$ cat src/rtl/gemm_pkg.sv
// Shared types for the GEMM tile sequencer.
// Sequencer states, loop-order encoding and pipeline depth.
package gemm_pkg;

    typedef enum logic [1:0] {
        IDLE,
        RUN,
        DRAIN,
        DONE
    } seq_state_e;

    typedef enum logic {
        MODE_N_INNER = 1'b0,
        MODE_M_INNER = 1'b1
    } loop_mode_e;

    localparam int PIPE_DEPTH = 2;

endpackage

$ cat src/rtl/gemm_wrap_counter.sv
// Wrapping tile counter: counts 0..max on en, flags the last value.
// Cleared by reset or by clr (new problem accepted).
module gemm_wrap_counter #(
    parameter int W = 7
) (
    input  logic         clk,
    input  logic         rst,
    input  logic         clr,
    input  logic         en,
    input  logic [W-1:0] max,
    output logic [W-1:0] count,
    output logic         last
);

    assign last = (count == max);

    always_ff @(posedge clk) begin
        if (rst || clr) begin
            count <= '0;
        end else if (en) begin
            count <= last ? '0 : count + W'(1);
        end
    end

endmodule

$ cat src/rtl/gemm_tile_sequencer.sv
// GEMM tile-loop controller with selectable loop order and stall.
// Define GEMM_SEQ_PERF_EN to add cycle/stall performance counters.
module gemm_tile_sequencer
    import gemm_pkg::*;
#(
    parameter int M          = 2,
    parameter int K          = 32,
    parameter int N          = 1,
    parameter int SizeWidth  = 7,
    parameter int AddrWidth  = 6,
    parameter int AddrWidthC = 9
) (
    input  logic                  clk_i,
    input  logic                  rst_i,
    input  logic                  start_i,
    input  logic                  mode_i,
    input  logic [SizeWidth-1:0]  M_size_i,
    input  logic [SizeWidth-1:0]  K_size_i,
    input  logic [SizeWidth-1:0]  N_size_i,
    input  logic                  stall_i,
    output logic [AddrWidth-1:0]  sram_a_addr_o,
    output logic [AddrWidth-1:0]  sram_b_addr_o,
    output logic                  mac_valid_o,
    output logic                  acc_clear_o,
    output logic                  sram_c_we_o,
    output logic [AddrWidthC-1:0] sram_c_addr_o,
    output logic                  busy_o,
    output logic                  done_o,
    output logic                  err_o
`ifdef GEMM_SEQ_PERF_EN
    ,
    output logic [31:0]           perf_cycles_o,
    output logic [31:0]           perf_stalls_o
`endif
);

    localparam int MSh = $clog2(M);
    localparam int KSh = $clog2(K);
    localparam int NSh = $clog2(N);
    localparam int PW  = 2 * SizeWidth;

    seq_state_e state, state_n;
    loop_mode_e mode_q;
    logic       err_q;

    logic [SizeWidth-1:0] kt_n, nt_n;
    logic [SizeWidth-1:0] mt_max, kt_max, nt_max;
    logic [SizeWidth-1:0] mt, kt, nt;
    logic mt_last, kt_last, nt_last;
    logic legal, accept, issue;
    logic mt_en, nt_en;

    logic                  v1, clr1, lk1, we2;
    logic [AddrWidthC-1:0] caddr1, caddr2;
    logic [1:0]            drain_q;
    logic [PW-1:0]         a_full, b_full, c_full;

    assign legal = (M_size_i != '0) && ((M_size_i & SizeWidth'(M - 1)) == '0)
                && (K_size_i != '0) && ((K_size_i & SizeWidth'(K - 1)) == '0)
                && (N_size_i != '0) && ((N_size_i & SizeWidth'(N - 1)) == '0);

    assign accept = (state == IDLE) && start_i && !stall_i;
    assign issue  = (state == RUN) && !stall_i;

    // Inner counter steps on every k wrap; outer only when inner wraps too.
    assign mt_en = issue && kt_last && (mode_q == MODE_M_INNER || nt_last);
    assign nt_en = issue && kt_last && (mode_q == MODE_N_INNER || mt_last);

    gemm_wrap_counter #(.W(SizeWidth)) u_kt (
        .clk   (clk_i),
        .rst   (rst_i),
        .clr   (accept),
        .en    (issue),
        .max   (kt_max),
        .count (kt),
        .last  (kt_last)
    );

    gemm_wrap_counter #(.W(SizeWidth)) u_mt (
        .clk   (clk_i),
        .rst   (rst_i),
        .clr   (accept),
        .en    (mt_en),
        .max   (mt_max),
        .count (mt),
        .last  (mt_last)
    );

    gemm_wrap_counter #(.W(SizeWidth)) u_nt (
        .clk   (clk_i),
        .rst   (rst_i),
        .clr   (accept),
        .en    (nt_en),
        .max   (nt_max),
        .count (nt),
        .last  (nt_last)
    );

    assign a_full = PW'(mt) * PW'(kt_n) + PW'(kt);
    assign b_full = PW'(kt) * PW'(nt_n) + PW'(nt);
    assign c_full = PW'(mt) * PW'(nt_n) + PW'(nt);

    assign sram_a_addr_o = a_full[AddrWidth-1:0];
    assign sram_b_addr_o = b_full[AddrWidth-1:0];
    assign sram_c_addr_o = caddr2;

    always_ff @(posedge clk_i) begin
        if (rst_i) begin
            state <= IDLE;
        end else begin
            state <= state_n;
        end
    end

    always_comb begin
        state_n = state;
        unique case (state)
            IDLE: begin
                if (start_i && !stall_i) begin
                    state_n = legal ? RUN : DONE;
                end
            end
            RUN: begin
                if (issue && kt_last && mt_last && nt_last) begin
                    state_n = DRAIN;
                end
            end
            DRAIN: begin
                if (!stall_i && drain_q == 2'(PIPE_DEPTH - 1)) begin
                    state_n = DONE;
                end
            end
            DONE: begin
                if (!stall_i) begin
                    state_n = IDLE;
                end
            end
            default: state_n = IDLE;
        endcase
    end

    always_comb begin
        busy_o      = (state == RUN) || (state == DRAIN);
        done_o      = (state == DONE) && !stall_i;
        err_o       = (state == DONE) && !stall_i && err_q;
        mac_valid_o = v1 && !stall_i;
        acc_clear_o = v1 && !stall_i && clr1;
        sram_c_we_o = we2 && !stall_i;
    end

    always_ff @(posedge clk_i) begin
        if (rst_i) begin
            mode_q  <= MODE_N_INNER;
            err_q   <= 1'b0;
            kt_n    <= '0;
            nt_n    <= '0;
            mt_max  <= '0;
            kt_max  <= '0;
            nt_max  <= '0;
            v1      <= 1'b0;
            clr1    <= 1'b0;
            lk1     <= 1'b0;
            we2     <= 1'b0;
            caddr1  <= '0;
            caddr2  <= '0;
            drain_q <= '0;
        end else begin
            if (accept) begin
                mode_q <= loop_mode_e'(mode_i);
                err_q  <= !legal;
                kt_n   <= K_size_i >> KSh;
                nt_n   <= N_size_i >> NSh;
                mt_max <= (M_size_i >> MSh) - SizeWidth'(1);
                kt_max <= (K_size_i >> KSh) - SizeWidth'(1);
                nt_max <= (N_size_i >> NSh) - SizeWidth'(1);
            end
            // Pipeline holds while stalled so no beat is lost or repeated.
            if (!stall_i) begin
                v1     <= issue;
                clr1   <= (kt == '0);
                lk1    <= kt_last;
                caddr1 <= c_full[AddrWidthC-1:0];
                we2    <= v1 && lk1;
                caddr2 <= caddr1;
            end
            if (state != DRAIN) begin
                drain_q <= '0;
            end else if (!stall_i) begin
                drain_q <= drain_q + 2'd1;
            end
        end
    end

`ifdef GEMM_SEQ_PERF_EN
    logic [31:0] cyc_q, stl_q;

    always_ff @(posedge clk_i) begin
        if (rst_i || accept) begin
            cyc_q <= '0;
            stl_q <= '0;
        end else if (state == RUN || state == DRAIN) begin
            cyc_q <= cyc_q + 32'd1;
            if (stall_i) begin
                stl_q <= stl_q + 32'd1;
            end
        end
    end

    assign perf_cycles_o = cyc_q;
    assign perf_stalls_o = stl_q;
`endif

endmodule

$ cat config.mk
export PLATFORM = sky130hd
export DESIGN_NAME = gemm_tile_sequencer
export DESIGN_NICKNAME = d
export VERILOG_FILES = /design/src/rtl/gemm_pkg.sv /design/src/rtl/gemm_wrap_counter.sv /design/src/rtl/gemm_tile_sequencer.sv
export SDC_FILE = /design/constraint.sdc
export NUM_CORES = 1
export LEC_CHECK = 0
export BUFFER_PORTS_ARGS = -buffer_cell sky130_fd_sc_hd__buf_2
export CORE_AREA = 3 3 117 108
export CTS_CLUSTER_SIZE = 16
export DETAILED_ROUTE_END_ITERATION = 6
export DIE_AREA = 0 0 120 111
export HOLD_SLACK_MARGIN = 0.12
export PLACE_DENSITY = 0.68
export SLEW_MARGIN = 5
export SYNTH_ARGS = -nofsm -noshare
export SYNTH_HDL_FRONTEND = slang
export SYNTH_SLANG_ARGS = --single-unit
$ cat constraint.sdc
create_clock -name clk_i -period 12.6 [get_ports clk_i]
set_input_delay 0 -clock clk_i [delete_from_list [all_inputs] [get_ports clk_i]]
set_output_delay 0 -clock clk_i [all_outputs]
set_load 0.1 [all_outputs]
==> flow_metrics.py, run 1 <==
metrics = {
    "route": {
        "wl_per_cell_um": 14.1,
        "drcViolationCount": 0,
        "vias_per_cell": 5.17,
        "drtAntennaViolNets": 0,
        "dr_total_vias": 4676,
        "initialDrtViolationCount": 247,
        "drtPass1Iterations": 5,
        "wl_um": 12700,
    },
    "power": {
        "seq_power_share": 0.382,
        "clockPowerShare": 0.355,
        "intPower_uw": 472,
        "p_leak_uw": 0.00302,
        "p_sw_frac": 0.355,
        "share_comb_of_total_power": 0.262,
        "ir_worst_vdd_uv": 148,
        "power_density_mw_per_mm2": 111,
        "p_sw_uw": 260,
    },
    "global_routing": {
        "first_global_vias": 4603,
        "track_usage": 0.203,
        "antenna_found_initial": 0,
        "grt_pass1_wl_um": 22200,
        "grt_max_degree": 59,
        "grt_overflow": 0,
    },
    "sta": {
        "setup_viol": 0,
        "fmax_ghz": 0.231,
        "tns_ps": 0,
        "worstMarginPinSlew_ps": 900,
        "finClkSkew_ps": 9.41,
        "max_slew_margin": 0.400,
        "whs_ps": 242,
        "drv_slew": 0,
        "min_period_ps": 4320,
        "rsz0062_at_grt": "false",
        "hold_viol": 0,
        "timing.final.crit_share": 0.343,
    },
    "finish": {
        "multiInputGateArea_mm2": 0.00378,
        "layout_common_cells": "93 x nand2_1, 85 x inv_1, 75 x dfxtp_1",
        "final_common_cell": "nand2_1",
        "nFillCells": 1043,
        "insertedDiodeCount": 0,
        "regArea_mm2": 0.00150,
        "syn_to_final_growth_pct": 14.6,
        "drive_above_1_share": 0.104,
        "final_net_count": 854,
    },
    "floorplan": {
        "die_x_um": 120,
        "die_h_um": 111,
        "start_util": 0.501,
        "ios": 53,
        "core_area_mm2": 0.0114,
        "dieArea_mm2": 0.0133,
        "fp-row-count": 37,
    },
    "critical_path": {
        "critPathRequiredTime_ps": 12600,
        "worst_setup_path_end_kind": "output port",
        "r2r-start": "u_mt.count[2]$_SDFFE_PP0P_",
        "arrival_ps": 4320,
        "cp-startpoint": "nt_n[2]$_SDFFE_PP0P_",
        "cp_max_fo": 12,
        "start_kind": "flip-flop",
        "critPathKind": "flip-flop to output port",
    },
    "synth": {
        "synth-simple-area-share": 0.191,
        "yosys_warnings": 0,
        "netlist_top_cells_area": "dfxtp_1 26%, fa_1 12%, ha_1 11%, nand2_1 6.1%, inv_1 5.6%",
        "synthMuxAreaShare": 0.0297,
        "syn-cell-area_mm2": 0.00573,
        "syn_avg_cell_area_um2": 8.25,
        "yosysTopAreaCell": "dfxtp_1",
        "synth_top_area_share": 0.262,
        "syn_nets": 805,
        "yosysSeqAreaShare": 0.262,
        "synth_edf_count": 0,
        "synth_cell_types": 44,
        "synth_top_family_by_area": "adder cells",
        "synth_compound_area_frac": 0.111,
        "synth_adder_area_share": 0.229,
        "async_flop_share": 0,
        "synth-xor-area-share": 0.0978,
        "ys_ff_latch": 75,
        "synth_ff_type": "dfxtp_1",
        "synthCells": 695,
    },
    "cts": {
        "cts_tree": "built",
        "numCtsBuffers": 9,
        "cts_setup_buffers": 0,
        "clk_latency_ps": 330,
        "numClockSinks": 75,
        "htreeDepth": 3,
        "ctsRootBufferMaster": "clkbuf_16",
        "clk_path_buf_depth": 2,
        "path_clk_slew_ps": 60,
    },
    "outcome": {
        "run_status": "complete, no violations",
    },
    "worst_hold_path": {
        "hp-start": "rst_i",
        "hp-class": "input port to flip-flop",
    },
    "placed_design": {
        "gp_congestion": 0.860,
        "place.port_buffers": 52,
        "dp_hpwl_um": 9580,
    },
    "run": {
        "cap_viol_max_count": 0,
    },
}
[critical path, stage by stage (launching register included)]
cell and delay, ps:
dfxtp_1 660, nand2_1 160, fa_1 560, inv_1 50, ha_1 270, inv_1 50
fa_1 490, fa_1 510, inv_1 40, ha_1 310, a21oi_1 170, xnor2_1 160
xnor2_1 130, buf_2 440
[routing by layer]
| layer | track usage | part of all wire | vias up | wire, um |
|---|---|---|---|---|
| met1 | 0.277 | 0.47 | 2211 | 5930 |
| met2 | 0.347 | 0.49 | 101 | 6180 |
| met4 | 0.0351 | 0.0078 | 0 | 99 |
| li1 | - | - | 2354 | - |
| met5 | 0 | 0 | - | 0 |
| met3 | 0.0291 | 0.041 | 10 | 520 |
[flip-flops by register name, indices dropped and copies added, names as in the netlist, 3 cells and up]
signal / cells
kt_max: 3
nt_n: 7
mt_max: 7
caddr1: 9
u_mt.count: 7
sram_c_addr_o: 9
nt_max: 7
u_kt.count: 7
u_nt.count: 7
[cells in the mapped netlist (all sizes together) (2+ instances only)]
library cell and n:
nand2 93, inv 85, dfxtp 75, nor2 64
ha 49, a21oi 41, fa 35, xnor2 35
clkbuf 31, xor2 29, and2 26, mux2i 17
a211oi 16, o21ai 14, nor3 12, nand3 9
a21o 8, buf 5, nor4 5, or4 5
a311oi 4, nor2b 4, o211ai 4, nand2b 3
nand3b 3, o31ai 3, or3 3, and3 2
nand4 2, nand4b 2, nor3b 2
[final cells by class]
type,instances,area share
Multi-Input combinational cell,499,0.575
Sequential cell,75,0.228
Timing Repair Buffer,74,0.0724
Inverter,85,0.0486
Clock buffer,10,0.0348
Tap cell,156,0.0297
Clock inverter,6,0.0107
[power by group through the flow]
stage | clock (uW) | combinational, uW | sequential [uW]
5_1_grt | 276 | 213 | 283
3_5_place_dp | 0 | 185 | 285
2_1_floorplan | 0 | 153 | 274
3_3_place_gp | 0 | 182 | 284
6_report | 260 | 192 | 280
4_1_cts | 266 | 192 | 279
[final timing paths]
kind	end	slack, ps	depth (start not counted)
min	sram_c_addr_o[6]$_SDFFE_PP0N_	240	3
max	sram_b_addr_o[5]	8280	13
max reg2reg	caddr1[7]$_SDFFE_PP0N_	8490	11
min reg2reg	clr1$_SDFFE_PP0N_	460	2
[per-stage QoR]
stage | std cells | setup slack [ps] | power [uW] | cell area [um^2] | utilization
after floorplan | 695 | 7890 | 427 | 5730 | -
after global placement | 869 | 8590 | 465 | 6070 | 0.531
after detailed placement | 869 | 8530 | 470 | 6070 | 0.531
after CTS | 905 | 8270 | 737 | 6570 | 0.575
after global routing | 905 | 8020 | 772 | 6570 | 0.575
final | 905 | 8280 | 732 | 6570 | 0.575
[timing repair]
item	CTS	global route
hold endpoints to repair	26	0
hold buffers	20	0
resized for setup	0	0
[cells by family (layout without fill, tap and decap cells)]
group	count (synthesis)	in the layout
compound gates	98	98
flops	75	75
mux	17	17
xor+xnor	64	64
buf+inv	121	175
fa+ha+maj	84	84
simple gates	236	236
No activity file was read; power rests on OpenSTA's default activity.
==> inputs of run 2 (changes only) <==
clock period = 4.3 ns   (was 12.6 ns; I/O delays follow)
==> flow_metrics.py, run 2 (same netlist as run 1, synthesis figures left out) <==
metrics = {
    "global_routing": {
        "grt_max_degree": 52,
        "antenna_found_initial": 0,
        "first_global_vias": 4686,
        "track_usage": 0.207,
        "grt_pass1_wl_um": 22500,
        "grt_overflow": 0,
    },
    "sta": {
        "tns_ps": 0,
        "fmax_ghz": 0.244,
        "max_slew_margin": 0.374,
        "setup_viol": 0,
        "hold_viol": 0,
        "timing.final.crit_share": 0.953,
        "drv_slew": 0,
        "rsz0062_at_grt": "false",
        "finClkSkew_ps": 7.13,
        "min_period_ps": 4100,
        "worstMarginPinSlew_ps": 939,
    },
    "power": {
        "seq_power_share": 0.363,
        "p_sw_uw": 771,
        "power_density_mw_per_mm2": 332,
        "intPower_uw": 1470,
        "p_sw_frac": 0.344,
        "p_leak_uw": 0.00312,
        "share_comb_of_total_power": 0.261,
        "ir_worst_vdd_uv": 510,
        "clockPowerShare": 0.376,
    },
    "critical_path": {
        "cp_slowest_cell": "dfxtp_1",
        "critPathRequiredTime_ps": 4300,
        "worst_setup_path_end_kind": "output port",
        "path_cells": "nand2_1 -> fa_1 -> inv_1 -> ha_1 -> inv_1 -> fa_1 -> fa_1 -> inv_1 -> ha_1 -> a21oi_1 -> xnor2_1 -> xnor2_2 -> buf_4",
        "cp_max_fo": 9,
        "max_stage_delay_ps": 570,
        "critPathTopFamily": "adder cells",
        "critPathKind": "flip-flop to output port",
        "arrival_ps": 4100,
        "start_kind": "flip-flop",
        "path_buf_inv": 4,
    },
    "finish": {
        "multiInputGateArea_mm2": 0.00380,
        "layout_common_cells": "93 x nand2_1, 85 x inv_1, 72 x dfxtp_1",
        "nFillCells": 1033,
        "regArea_mm2": 0.00151,
        "syn_to_final_growth_pct": 17.5,
        "drive_above_1_share": 0.126,
        "final_common_cell": "nand2_1",
        "insertedDiodeCount": 0,
        "design_area_mm2": 0.00674,
        "final_net_count": 868,
    },
    "cts": {
        "ctsRootBufferMaster": "clkbuf_16",
        "clk_latency_ps": 340,
        "htreeDepth": 3,
        "numCtsBuffers": 9,
        "clk_path_buf_depth": 2,
        "path_clk_slew_ps": 60,
        "cts_tree": "built",
        "numClockSinks": 75,
    },
    "floorplan": {
        "start_util": 0.501,
        "fp-row-count": 37,
        "ios": 53,
        "core_area_mm2": 0.0114,
        "die_x_um": 120,
        "die_h_um": 111,
        "dieArea_mm2": 0.0133,
    },
    "route": {
        "vias_per_cell": 5.19,
        "dr_total_vias": 4772,
        "drcViolationCount": 0,
        "wl_per_cell_um": 14.4,
        "drtAntennaViolNets": 0,
        "initialDrtViolationCount": 240,
        "wl_um": 13300,
        "drtPass1Iterations": 5,
    },
    "run": {
        "cap_viol_max_count": 0,
    },
    "placed_design": {
        "gp_congestion": 0.917,
        "place.port_buffers": 52,
        "dp_hpwl_um": 9970,
        "postPlaceCellArea_mm2": 0.00618,
    },
    "worst_hold_path": {
        "hp-class": "input port to flip-flop",
    },
    "outcome": {
        "run_status": "complete, no violations",
    },
}
## run 2: cell types whose count changed in the layout (fill, tap and decap cells not counted), moves of 2 or more
cell,before,now
buf_4,2,15
dlygate4sd3_1,20,22
xnor2_2,0,2
xnor2_1,35,33
dfxtp_1,75,72
dfxtp_2,0,3
## run 2: power by group through the flow
stage / combinational, uW / clock (uW) / sequential [uW]
floorplan: 449 / 0 / 803
global route: 639 / 892 / 821
CTS: 581 / 859 / 812
global placement: 548 / 0 / 824
finish: 584 / 843 / 812
detailed placement: 560 / 0 / 827
## run 2: final cells by class
class | count | area share
flip-flops and latches | 75 | 0.223
well taps | 156 | 0.0290
multi-input cells | 499 | 0.564
clock inverters | 6 | 0.0139
inverters | 85 | 0.0474
repair buffers | 88 | 0.0873
clock buffers | 10 | 0.0355
## run 2: stage by stage
step                setup WS [ps]  power [uW]  hold WS [ps]   util  instances
finish                        202        2240           186  0.589        919
detailed placement            195        1390           225  0.540        881
global route                 20.2        2350           224  0.589        919
global placement              334        1370           215  0.540        881
CTS                          65.5        2250           189  0.589        919
floorplan                     174        1250          95.6      -        695
## run 2: worst paths after layout
kind | endpoint | startpoint | slack (ps) | cells after the start
max reg2reg | caddr1[7]$_SDFFE_PP0N_ | u_mt.count[0]$_SDFFE_PP0P_ | 320 | 12
max | sram_b_addr_o[5] | u_kt.count[3]$_SDFFE_PP0P_ | 200 | 13
min | mt_max[6]$_SDFFE_PP0P_ | start_i | 190 | 5
min reg2reg | mt_max[6]$_SDFFE_PP0P_ | mt_max[6]$_SDFFE_PP0P_ | 470 | 2
## run 2: worst register-to-register path: cells and delay by family (launching register included)
kind                       cells  cell delay, ps
adders and majority gates      5            2440
and+or+nand+nor                2             570
buffers and inverters          3             140
AOI/OAI and AO/OA              2             230
DFF                            1             530
## run 2: routing by layer
layer  part of all wire  GRT usage
met5                  0          0
met3              0.046     0.0429
met4              0.021     0.0588
met2               0.47      0.351
met1               0.46      0.266
## run 2: timing repair
action	in CTS	in global routing
gates resized for setup	1	3
endpoints found under the hold margin	26	0
setup buffers	0	0
setup endpoints to repair	1	2
hold buffers	22	0
